### src/rtl/hack_bus_pkg.sv
// Shared definitions for the hack bus fan-out/fan-in blocks, so that the
// demux and the arbitrating mux agree on select-code widths.
package hack_bus_pkg;

  localparam int MAX_CHANNELS = 16;

  function automatic int sel_w(input int n);
    return (n <= 1) ? 1 : $clog2(n);
  endfunction

endpackage

### src/rtl/rr_arbiter_np.sv
// Round-robin arbiter: grants the first requester at or after ptr, wrapping
// from N-1 to 0. ptr moves past the winner only when the caller reports a transfer.
module rr_arbiter_np
  import hack_bus_pkg::*;
#(
  parameter int N = 2
) (
  input  logic                i_clk,
  input  logic                i_rst,
  input  logic [N-1:0]        i_req,
  input  logic                i_advance,
  output logic [N-1:0]        o_grant,
  output logic [sel_w(N)-1:0] o_grant_idx
);

  localparam int W = sel_w(N);
  localparam logic [W-1:0] LAST_IDX = W'(N - 1);

  logic [W-1:0] ptr_q;
  logic [W-1:0] ptr_d;
  logic [W-1:0] idx_s;
  logic [W-1:0] cand_s;
  logic         found_s;

  // Wrap-around search; candidate indices are folded so they never reach N.
  always_comb begin
    int cand;
    found_s = 1'b0;
    idx_s   = '0;
    cand_s  = '0;
    cand    = 0;
    for (int i = 0; i < N; i++) begin
      cand = int'(ptr_q) + i;
      if (cand >= N) begin
        cand = cand - N;
      end else begin
        cand = cand;
      end
      cand_s = W'(cand);
      if (!found_s && i_req[cand_s]) begin
        found_s = 1'b1;
        idx_s   = cand_s;
      end else begin
        found_s = found_s;
      end
    end
  end

  assign o_grant     = found_s ? (N'(1) << idx_s) : '0;
  assign o_grant_idx = idx_s;

  // Pointer steps past the winner only on an accepted transfer.
  always_comb begin
    ptr_d = ptr_q;
    if (i_advance) begin
      ptr_d = (idx_s == LAST_IDX) ? '0 : idx_s + W'(1);
    end else begin
      ptr_d = ptr_q;
    end
  end

  // Pointer register.
  always_ff @(posedge i_clk or posedge i_rst) begin
    if (i_rst) begin
      ptr_q <= '0;
    end else begin
      ptr_q <= ptr_d;
    end
  end

endmodule

### src/rtl/mux_arb_np.sv
// N-to-1 round-robin merge of valid/ready source channels into one registered
// output stream that carries the index of the winning source.
module mux_arb_np
  import hack_bus_pkg::*;
#(
  parameter int N = 2,
  parameter int D = 16
) (
  input  logic                i_clk,
  input  logic                i_rst,
  input  logic [N-1:0]        i_valid,
  input  logic [D-1:0]        i_data [N-1:0],
  output logic [N-1:0]        o_ready,
  output logic                o_valid,
  output logic [D-1:0]        o_data,
  output logic [sel_w(N)-1:0] o_sel,
  input  logic                i_ready
);

  localparam int W = sel_w(N);

  logic [N-1:0] grant_s;
  logic [W-1:0] grant_idx_s;
  logic         free_s;
  logic         advance_s;

  logic         valid_q;
  logic         valid_d;
  logic [D-1:0] data_q;
  logic [D-1:0] data_d;
  logic [W-1:0] sel_q;
  logic [W-1:0] sel_d;

  rr_arbiter_np #(
    .N(N)
  ) u_arb (
    .i_clk      (i_clk),
    .i_rst      (i_rst),
    .i_req      (i_valid),
    .i_advance  (advance_s),
    .o_grant    (grant_s),
    .o_grant_idx(grant_idx_s)
  );

  // The register can take a word when empty or when it drains this same cycle.
  always_comb begin
    free_s    = !valid_q || i_ready;
    o_ready   = (free_s && !i_rst) ? grant_s : '0;
    advance_s = |o_ready;
  end

  // Output register next state: load, drain, or hold.
  always_comb begin
    valid_d = valid_q;
    data_d  = data_q;
    sel_d   = sel_q;
    if (advance_s) begin
      valid_d = 1'b1;
      data_d  = i_data[grant_idx_s];
      sel_d   = grant_idx_s;
    end else if (valid_q && i_ready) begin
      valid_d = 1'b0;
    end else begin
      valid_d = valid_q;
    end
  end

  // Output register; reset discards any held word.
  always_ff @(posedge i_clk or posedge i_rst) begin
    if (i_rst) begin
      valid_q <= 1'b0;
      data_q  <= '0;
      sel_q   <= '0;
    end else begin
      valid_q <= valid_d;
      data_q  <= data_d;
      sel_q   <= sel_d;
    end
  end

  assign o_valid = valid_q;
  assign o_data  = data_q;
  assign o_sel   = sel_q;

endmodule

### config.mk
export PLATFORM = sky130hd
export DESIGN_NAME = mux_arb_np
export DESIGN_NICKNAME = d
export VERILOG_FILES = /design/src/rtl/hack_bus_pkg.sv /design/src/rtl/rr_arbiter_np.sv /design/src/rtl/mux_arb_np.sv
export SDC_FILE = /design/constraint.sdc
export NUM_CORES = 1
export LEC_CHECK = 0
export CELL_PAD_IN_SITES_DETAIL_PLACEMENT = 1
export CELL_PAD_IN_SITES_GLOBAL_PLACEMENT = 1
export CORE_UTILIZATION = 24
export DETAILED_ROUTE_END_ITERATION = 16
export PLACE_DENSITY = 0.78
export SYNTH_ARGS = -nofsm -noshare
export SYNTH_HDL_FRONTEND = slang
export SYNTH_SLANG_ARGS = --single-unit
### constraint.sdc
create_clock -name i_clk -period 1.45 [get_ports i_clk]
set_clock_uncertainty 0.1 [all_clocks]
set_input_delay 0.145 -clock i_clk [delete_from_list [all_inputs] [get_ports i_clk]]
set_output_delay 0.145 -clock i_clk [all_outputs]
set_load 0.02 [all_outputs]
After elaboration in Yosys (flattened, before gate mapping)
Index checks and enable logic that the tools add are counted.

storage, ports and cells
  bits in registers = 19
  output and inout bits = 20

cells by class
  add/subtract/negate cells = 4
  $lt $le $gt $ge = 5
  shift-type cells = 1
  multiplexer cells = 17
  reductions and logical operators = 9

operator list
  kind                                                                                  number
  16-bit 2-to-1 mux                                                                     2
  1-bit 2-to-1 mux                                                                      13
  1-bit by 2-bit less-than comparator with 1-bit output (second input constant)         3
  2-bit 2-to-1 mux                                                                      2
  1-bit logical AND                                                                     3
  1-bit zero test                                                                       3
  1-bit by 1-bit adder with 2-bit output (second input constant)                        1
  1-bit by 2-bit greater-or-equal comparator with 1-bit output (second input constant)  1
  2-bit greater-or-equal comparator (second input constant)                             1
  2-bit nonzero test                                                                    1
  2-bit OR reduction                                                                    1
  1-bit by 1-bit << shifter with 2-bit output (first input constant)                    1
  1-bit subtractor (second input constant)                                              2
  1-bit adder (second input constant)                                                   1
  1-bit logical OR                                                                      1

Depth between registers and ports, before layout
  word-level depth = 13
  mapped depth = 6
  gate-level depth less buffers = 3

Cells and area by module
Synthesis repeated with hierarchy kept, for this count alone.

second synthesis, totals
  cell total of the unflattened synthesis = 70
  area total of the unflattened synthesis = 1032.2 um^2

by module, submodules not included
  module         instances  cells an instance  area each (um^2)  sequential area each (um^2)
  mux_arb_np     1          62                 944.7             450.4
  rr_arbiter_np  1          8                  87.6              25.0

Worst setup path before layout
No wires, ideal clock.

  path kind = flip-flop to flip-flop
  from = register valid_q, in the netlist o_valid
  to = register data_q[15], in the netlist o_data[15]
  library setup time = 144 ps
  data arrival time = 1477 ps
  path slack = -270 ps
  stages on the path, launching flop included = 6
  cells stage by stage = dfrtp_1 > nor2b_1 > buf_2 > a2111oi_4 > buf_6 > a222oi_1

on the way
  cells in the longest elaborated chain, start to end = 5

RTL lines
  what                    line              text
  from (decl)             mux_arb_np.sv:27  logic valid_q;
  from (signal assigned)  mux_arb_np.sv:75  valid_q <= valid_d;
  1-bit zero test         mux_arb_np.sv:47  free_s = !valid_q || i_ready;
  1-bit logical OR        mux_arb_np.sv:47
  1-bit logical AND       mux_arb_np.sv:48  o_ready = (free_s && !i_rst) ? grant_s : '0;
  2-bit 2-to-1 mux        mux_arb_np.sv:48
  named net o_ready[0]    mux_arb_np.sv:13  output logic [N-1:0] o_ready,
  2-bit OR reduction      mux_arb_np.sv:49  advance_s = |o_ready;
  to (signal assigned)    mux_arb_np.sv:76  data_q <= data_d;
  to (decl)               mux_arb_np.sv:29  logic [D-1:0] data_q;

The timed path passes the listed nets, and every way through them passes these cells.
A chain may end at the register's enable or synchronous reset.

Worst setup path after layout
  from = register valid_q, in the netlist o_valid
  to = register data_q[9], in the netlist o_data[9]

on the way
  cells in the longest elaborated chain, start to end = 5

RTL lines
  what                line
  1-bit zero test     mux_arb_np.sv:47
  1-bit logical OR    mux_arb_np.sv:47
  1-bit logical AND   mux_arb_np.sv:48
  2-bit 2-to-1 mux    mux_arb_np.sv:48
  2-bit OR reduction  mux_arb_np.sv:49

Every way passes these cells.

==> impl_results.md <==
* Layout area overhead at 77.9%
* Global Route Usage Sum at 0.167
* Setup Viol. Count Final at 19
* Port Buf Inserts at 56
* Hold WC Path Type: in -> async
* Period utilization at 1.15
* Setup crit end kind: flop
* Sw Share at 0.340
* Critical Path AT at 1.71 ns
* Initial Util at 0.259
* Number of CTS-inserted buffers at 3
* Initial antenna violation count at 0
* Clock Latency Late Sink at 0.25 ns
* GP Congestion at 0.685
* CTS hold repair buffers at 0
* Netlist Area Pre-Place at 978 um2
* DR vias/cell at 4.78
* Pleak at 0.873 nW
* Overflow after GRT at 0
* Largest net degree at the start of global routing at 19
* Internal at 1.21 mW
* CTS tree: yes
* Worst-path fanout max at 7
* Vias in the first global route at 1144
* Crit path time final at 1.67 ns
* Flop pwr share at 0.388
* Main combinational cell family by area after synthesis: compound AO/OA/AOI/OAI gates
* DRC viols at 0
* Final hold slack at 0.179 ns
* Detailed-router iteration count before antenna repair at 4
* Max-slew headroom at 0.776
* Clk sink count at 19
* Die Y at 65.9 um
* Outcome: finished, violations left
* Clock power share at 0.205
* Final WL at 3.34 mm
* Post-synthesis compound-gate area fraction at 0.210
* Post-synth cell types at 17
* 1st-iter DRT viols at 47
* Critical path class: reg -> reg
* Failing checks: setup timing
* XOR/XNOR share of the synthesized area at 0
* Worst VDD drop at 0.339 mV
* Synthesis Warnings at 0
* Post-synthesis simple-gate area fraction at 0.119
* Final Util at 0.462
* Synth Register Bits at 19
* Final HPWL DP at 2.49 mm
* Final ANT Viol Nets at 0
* CTS H-tree lvls at 1
* Clk buf depth at 2
* Slew of the pin with the lowest slew margin at 0.336 ns
* Finished layout cell area at 1740 um2
* Inserted Diodes at 0
* Core Region at 3770 um2
* Fin. max-slew vios at 0
* CP required at 1.49 ns
* Power per cell area at 1060 nW/um2
* Syn_area_per_cell at 10.2 um2
* Share of cells above drive strength 1 at 0.198
* Fin. Hold Viols at 0
* Post-synthesis mux area share at 0
* Routed len/inst at 15.5 um
* Ports at 57
* Syn Inst Count at 96
* Unrepaired setup endpoints after global routing: yes
* Die area at 4340 um2
* Setup crit start kind: flop
* Cell area after placement at 1630 um2
* Final Power at 1.84 mW
* Layout Nets at 205
* Fmax at 598 MHz
* Die X at 65.9 um
* Clock slew at reported path FFs at 0.08 ns
* First-pass GRT wire length at 5.32 mm
* Synth Area in Adders at 0
* Clk root buf: clkbuf_8
* Vias at 1027
* Syn nets at 133
* Final setup margin at -0.223 ns
* Pre-CTS setup slack at -0.570 ns
* Row count at 22
* Part of the power in combinational logic at 0.407
* Seq/Total Area, Yosys at 0.486
* Max Cap Viol at 0
* Switching power total at 0.625 mW
per-stage QoR:
stage,setup TNS [ns],cells
floorplan,-4.00,96
global placement,-9.49,205
detailed placement,-10.40,205
CTS,-3.52,212
global route,-4.64,215
finish,-3.49,215
power by group through the flow:
stage	sequential, mW	combinational, mW	clock (mW)
3_3_place_gp	0.718	0.752	0
2_1_floorplan	0.852	0.230	0
6_report	0.713	0.748	0.377
3_5_place_dp	0.721	0.773	0
4_1_cts	0.710	0.715	0.395
5_1_grt	0.732	0.802	0.418
state kept, by name, indices dropped and copies added (netlist names):
signal / flops
o_data: 16
o_sel: 1
o_valid: 1
u_arb.ptr_q: 1
layout by cell type (no fill, tap or decap):
master,count
dlygate4sd2_1,20
buf_6,4
o21bai_1,1
dlymetal6s2s_1,1
or3_4,1
clkdlybuf4s50_1,33
a2111oi_4,1
dfrtp_1,18
clkinv_2,1
clkbuf_8,3
nor4_1,7
nor2_2,1
a221o_1,7
nor4b_4,1
nand2b_1,1
nor2b_4,2
inv_1,30
nand2_1,7
buf_2,1
buf_4,16
a222oi_1,9
o21ba_4,1
dfrtp_2,1
worst max-delay path, cell delays in order (launching register included):
cell and delay (ns):
dfrtp_1 0.38, nor2b_4 0.14, buf_6 0.11, or3_4 0.35
buf_4 0.18, a221o_1 0.30
layer usage:
| metal | track usage | wire [um] | share of wire |
|---|---|---|---|
| met1 | 0.184 | 1300 | 0.39 |
| met2 | 0.304 | 1680 | 0.50 |
| met3 | 0.0500 | 331 | 0.099 |
| met4 | 0.0489 | 31 | 0.0093 |
| met5 | 0 | 0 | 0 |
synth_stat cells, drive strengths merged:
library cell	number	share of area
dfrtp	19	0.49
nor4	7	0.045
a2111oi	1	0.028
a222oi	9	0.092
or3	1	0.0064
inv	30	0.12
buf	8	0.070
nor2	1	0.0064
o21bai	1	0.0077
nand2	7	0.027
o21ba	1	0.010
nand2b	1	0.0064
a221o	7	0.072
nor4b	1	0.015
nor2b	2	0.013
kinds of logic after synthesis:
kind of cell           Yosys count
and+or+nand+nor                 20
DFF                             19
AOI/OAI and AO/OA               19
buffers and inverters           38
path summary, 6_finish.rpt:
kind / slack, ns / end / from / cells after the start
max: -0.22 / o_data[9] / o_valid / 5
min: 0.18 / o_data[8] / i_rst / 4
max reg2reg: -0.22 / o_data[9] / o_valid / 5
min reg2reg: 0.41 / o_data[7] / o_data[7] / 1
max in group asynchronous: 0.83 / u_arb.ptr_q / i_rst / 4
min in group i_clk: 0.34 / o_data[3] / i_data[19] / 3
cell type report:
| type | count | area [um2] |
|---|---|---|
| Clock buffer | 3 | 41.3 |
| Clock inverter | 1 | 5.00 |
| Fill cell | 426 | 2030 |
| Inverter | 30 | 113 |
| Multi-Input combinational cell | 39 | 357 |
| Sequential cell | 19 | 477 |
| Tap cell | 48 | 60.1 |
| Timing Repair Buffer | 75 | 688 |
repair_timing:
action	4_1_cts	5_1_grt
pin swaps	3	6
gates resized for setup	36	8
buffers inserted	2	3
cloned	1	0
endpoints found under the setup margin	38	20
No activity file was read; power rests on OpenSTA's default activity.
==> variant, RTL diff (same settings) <==
`data_q` no longer has a reset.
--- a/src/rtl/mux_arb_np.sv
+++ b/src/rtl/mux_arb_np.sv
@@ -69,13 +69,15 @@
   always_ff @(posedge i_clk or posedge i_rst) begin
     if (i_rst) begin
       valid_q <= 1'b0;
-      data_q  <= '0;
       sel_q   <= '0;
     end else begin
       valid_q <= valid_d;
-      data_q  <= data_d;
       sel_q   <= sel_d;
     end
+  end
+
+  always_ff @(posedge i_clk) begin
+    data_q <= data_d;
   end
 
   assign o_valid = valid_q;
Check against the original RTL: differs if i_rst is asserted again (counterexample within 4 cycles, from zero or initial values and one cycle with i_rst high); with i_rst held inactive, the same outputs for 10 cycles.
==> variant against the unedited design <==
Cell area down 7.2%; sequential cell count did not move; highest routed layer is now met3; global-route usage fell by 4.8 points; non-clock buffer count decreased by 9; wire length down 32%; maximum frequency up 11%; hold slack got worse by 0.060 ns; first-iteration DRC count shrank 91%; utilization up 1.1 points; critical path depth down 2; the flow still finishes with violations (setup timing); power decreased by 25%; area after synthesis down 11%; worst setup slack improved by 0.17 ns; largest power group is now sequential cells.
==> variant: results <==
run_status:
  violations: "setup timing"
  status: "finished with violations"
synth:
  synthTopCellsByArea: "edfxtp_1 (55%), mux2_4 (14%), mux2_2 (10%)"
  async_reset_ff_share_pct: 15.79
  synth_edf_count: 16
  synthMuxAreaShare_pct: 24.17
  synth_compound_area_share_pct: 5.755
sta:
  setup_viol: 14
  holdWs_ns: 0.1197
  setup_slack_ns: -0.05588
clock_tree:
  clk_pin_slew_ns: 0.11
  clk_latency_ns: 0.29
place:
  gp_congestion: 0.6599
  dpl-instance-area_um2: 1577
  dpl.hpwl_um: 1855
layout:
  final_layout_size_suffix_gt1_share_pct: 33.61
power_and_ir_drop:
  p_leak_nw: 0.6729
  ir_worst_vdd_uv: 363.8
setup_path:
  max_stage_delay_ns: 0.45
  path_max_fanout: 10
  slowest_stage: "dfrtp_2"
grt:
  grt_use_total_pct: 11.88
  grt_max_degree: 17
  grt_pass1_vias: 761
  grt_pass1_wl_um: 3546
route:
  totalWireLength_um: 2269
  firstDrtPassIters: 2
  drt_iter0_drc: 4
-- variant: cell count changes in the layout (fill, tap and decap cells not counted), sizes merged, moves of 9 or more --
| cell | before | now |
|---|---|---|
| inv | 30 | 2 |
| mux2 | 0 | 16 |
| dfrtp | 19 | 3 |
| buf | 21 | 12 |
| edfxtp | 0 | 16 |
| a222oi | 9 | 0 |
-- variant: how the worst max path moves through the flow --
stage,endpoint,startpoint,cells past startpoint
after detailed placement,o_ready[0],i_ready,5
after global placement,o_ready[0],i_ready,5
after floorplan,o_data[0],u_arb.ptr_q,3
after global routing,o_data[7],u_arb.ptr_q,3
final,o_data[4],u_arb.ptr_q,3
after CTS,o_data[15],u_arb.ptr_q,3
-- variant: timing repair --
item	in CTS	in global routing
pin swaps	1	2
resized for setup	30	7
setup buffers	1	0
setup endpoints to repair	36	18
-- variant: metrics by stage --
stage | setup WS (ns) | instances
2_1_floorplan | -0.04719 | 50
3_3_place_gp | -0.3451 | 160
3_5_place_dp | -0.4359 | 160
4_1_cts | -0.09624 | 165
5_1_grt | -0.08657 | 165
6_report | -0.05588 | 165
-- variant: cells by family (layout without fill, tap and decap cells) --
| logic type | after synthesis | after routing |
|---|---|---|
| buffers and inverters | 3 | 72 |
| AO/OA/AOI/OAI | 6 | 6 |
| AND/OR/NAND/NOR | 6 | 6 |
| flip-flops | 19 | 19 |
| multiplexers | 16 | 16 |
-- variant: report_power, final --
part	switching, mW	internal (mW)	total [mW]
Sequential	0.0224	0.656	0.678
Clock	0.162	0.102	0.264
Combinational	0.177	0.264	0.441
Total	0.361	1.02	1.38
-- variant: routing by layer --
| layer | vias to the layer above | part of all wire (%) | global-route usage [%] |
|---|---|---|---|
| met4 | 0 | 0 | 3.488 |
| met2 | 35 | 57 | 24.18 |
| met3 | 0 | 8.6 | 3.860 |
| li1 | 329 | - | - |
| met1 | 327 | 34 | 10.90 |
| met5 | - | 0 | 0 |
-- variant: cell type report --
cell class                 instances  area, µm²
multi-input combinational         28      325.3
sequential                        19      558.0
clock inverter                     1      5.005
inverter                           2      7.507
fill                             374       1800
clock buffer                       3      22.52
timing repair buffer              66      639.4
tap                               46      57.56
-- variant: critical path: cells and delay by family, from the launching register on --
family          cells  cell delay (ns)
mux                 1             0.33
compound gates      1             0.21
flops               1             0.45
buf+inv             1             0.17
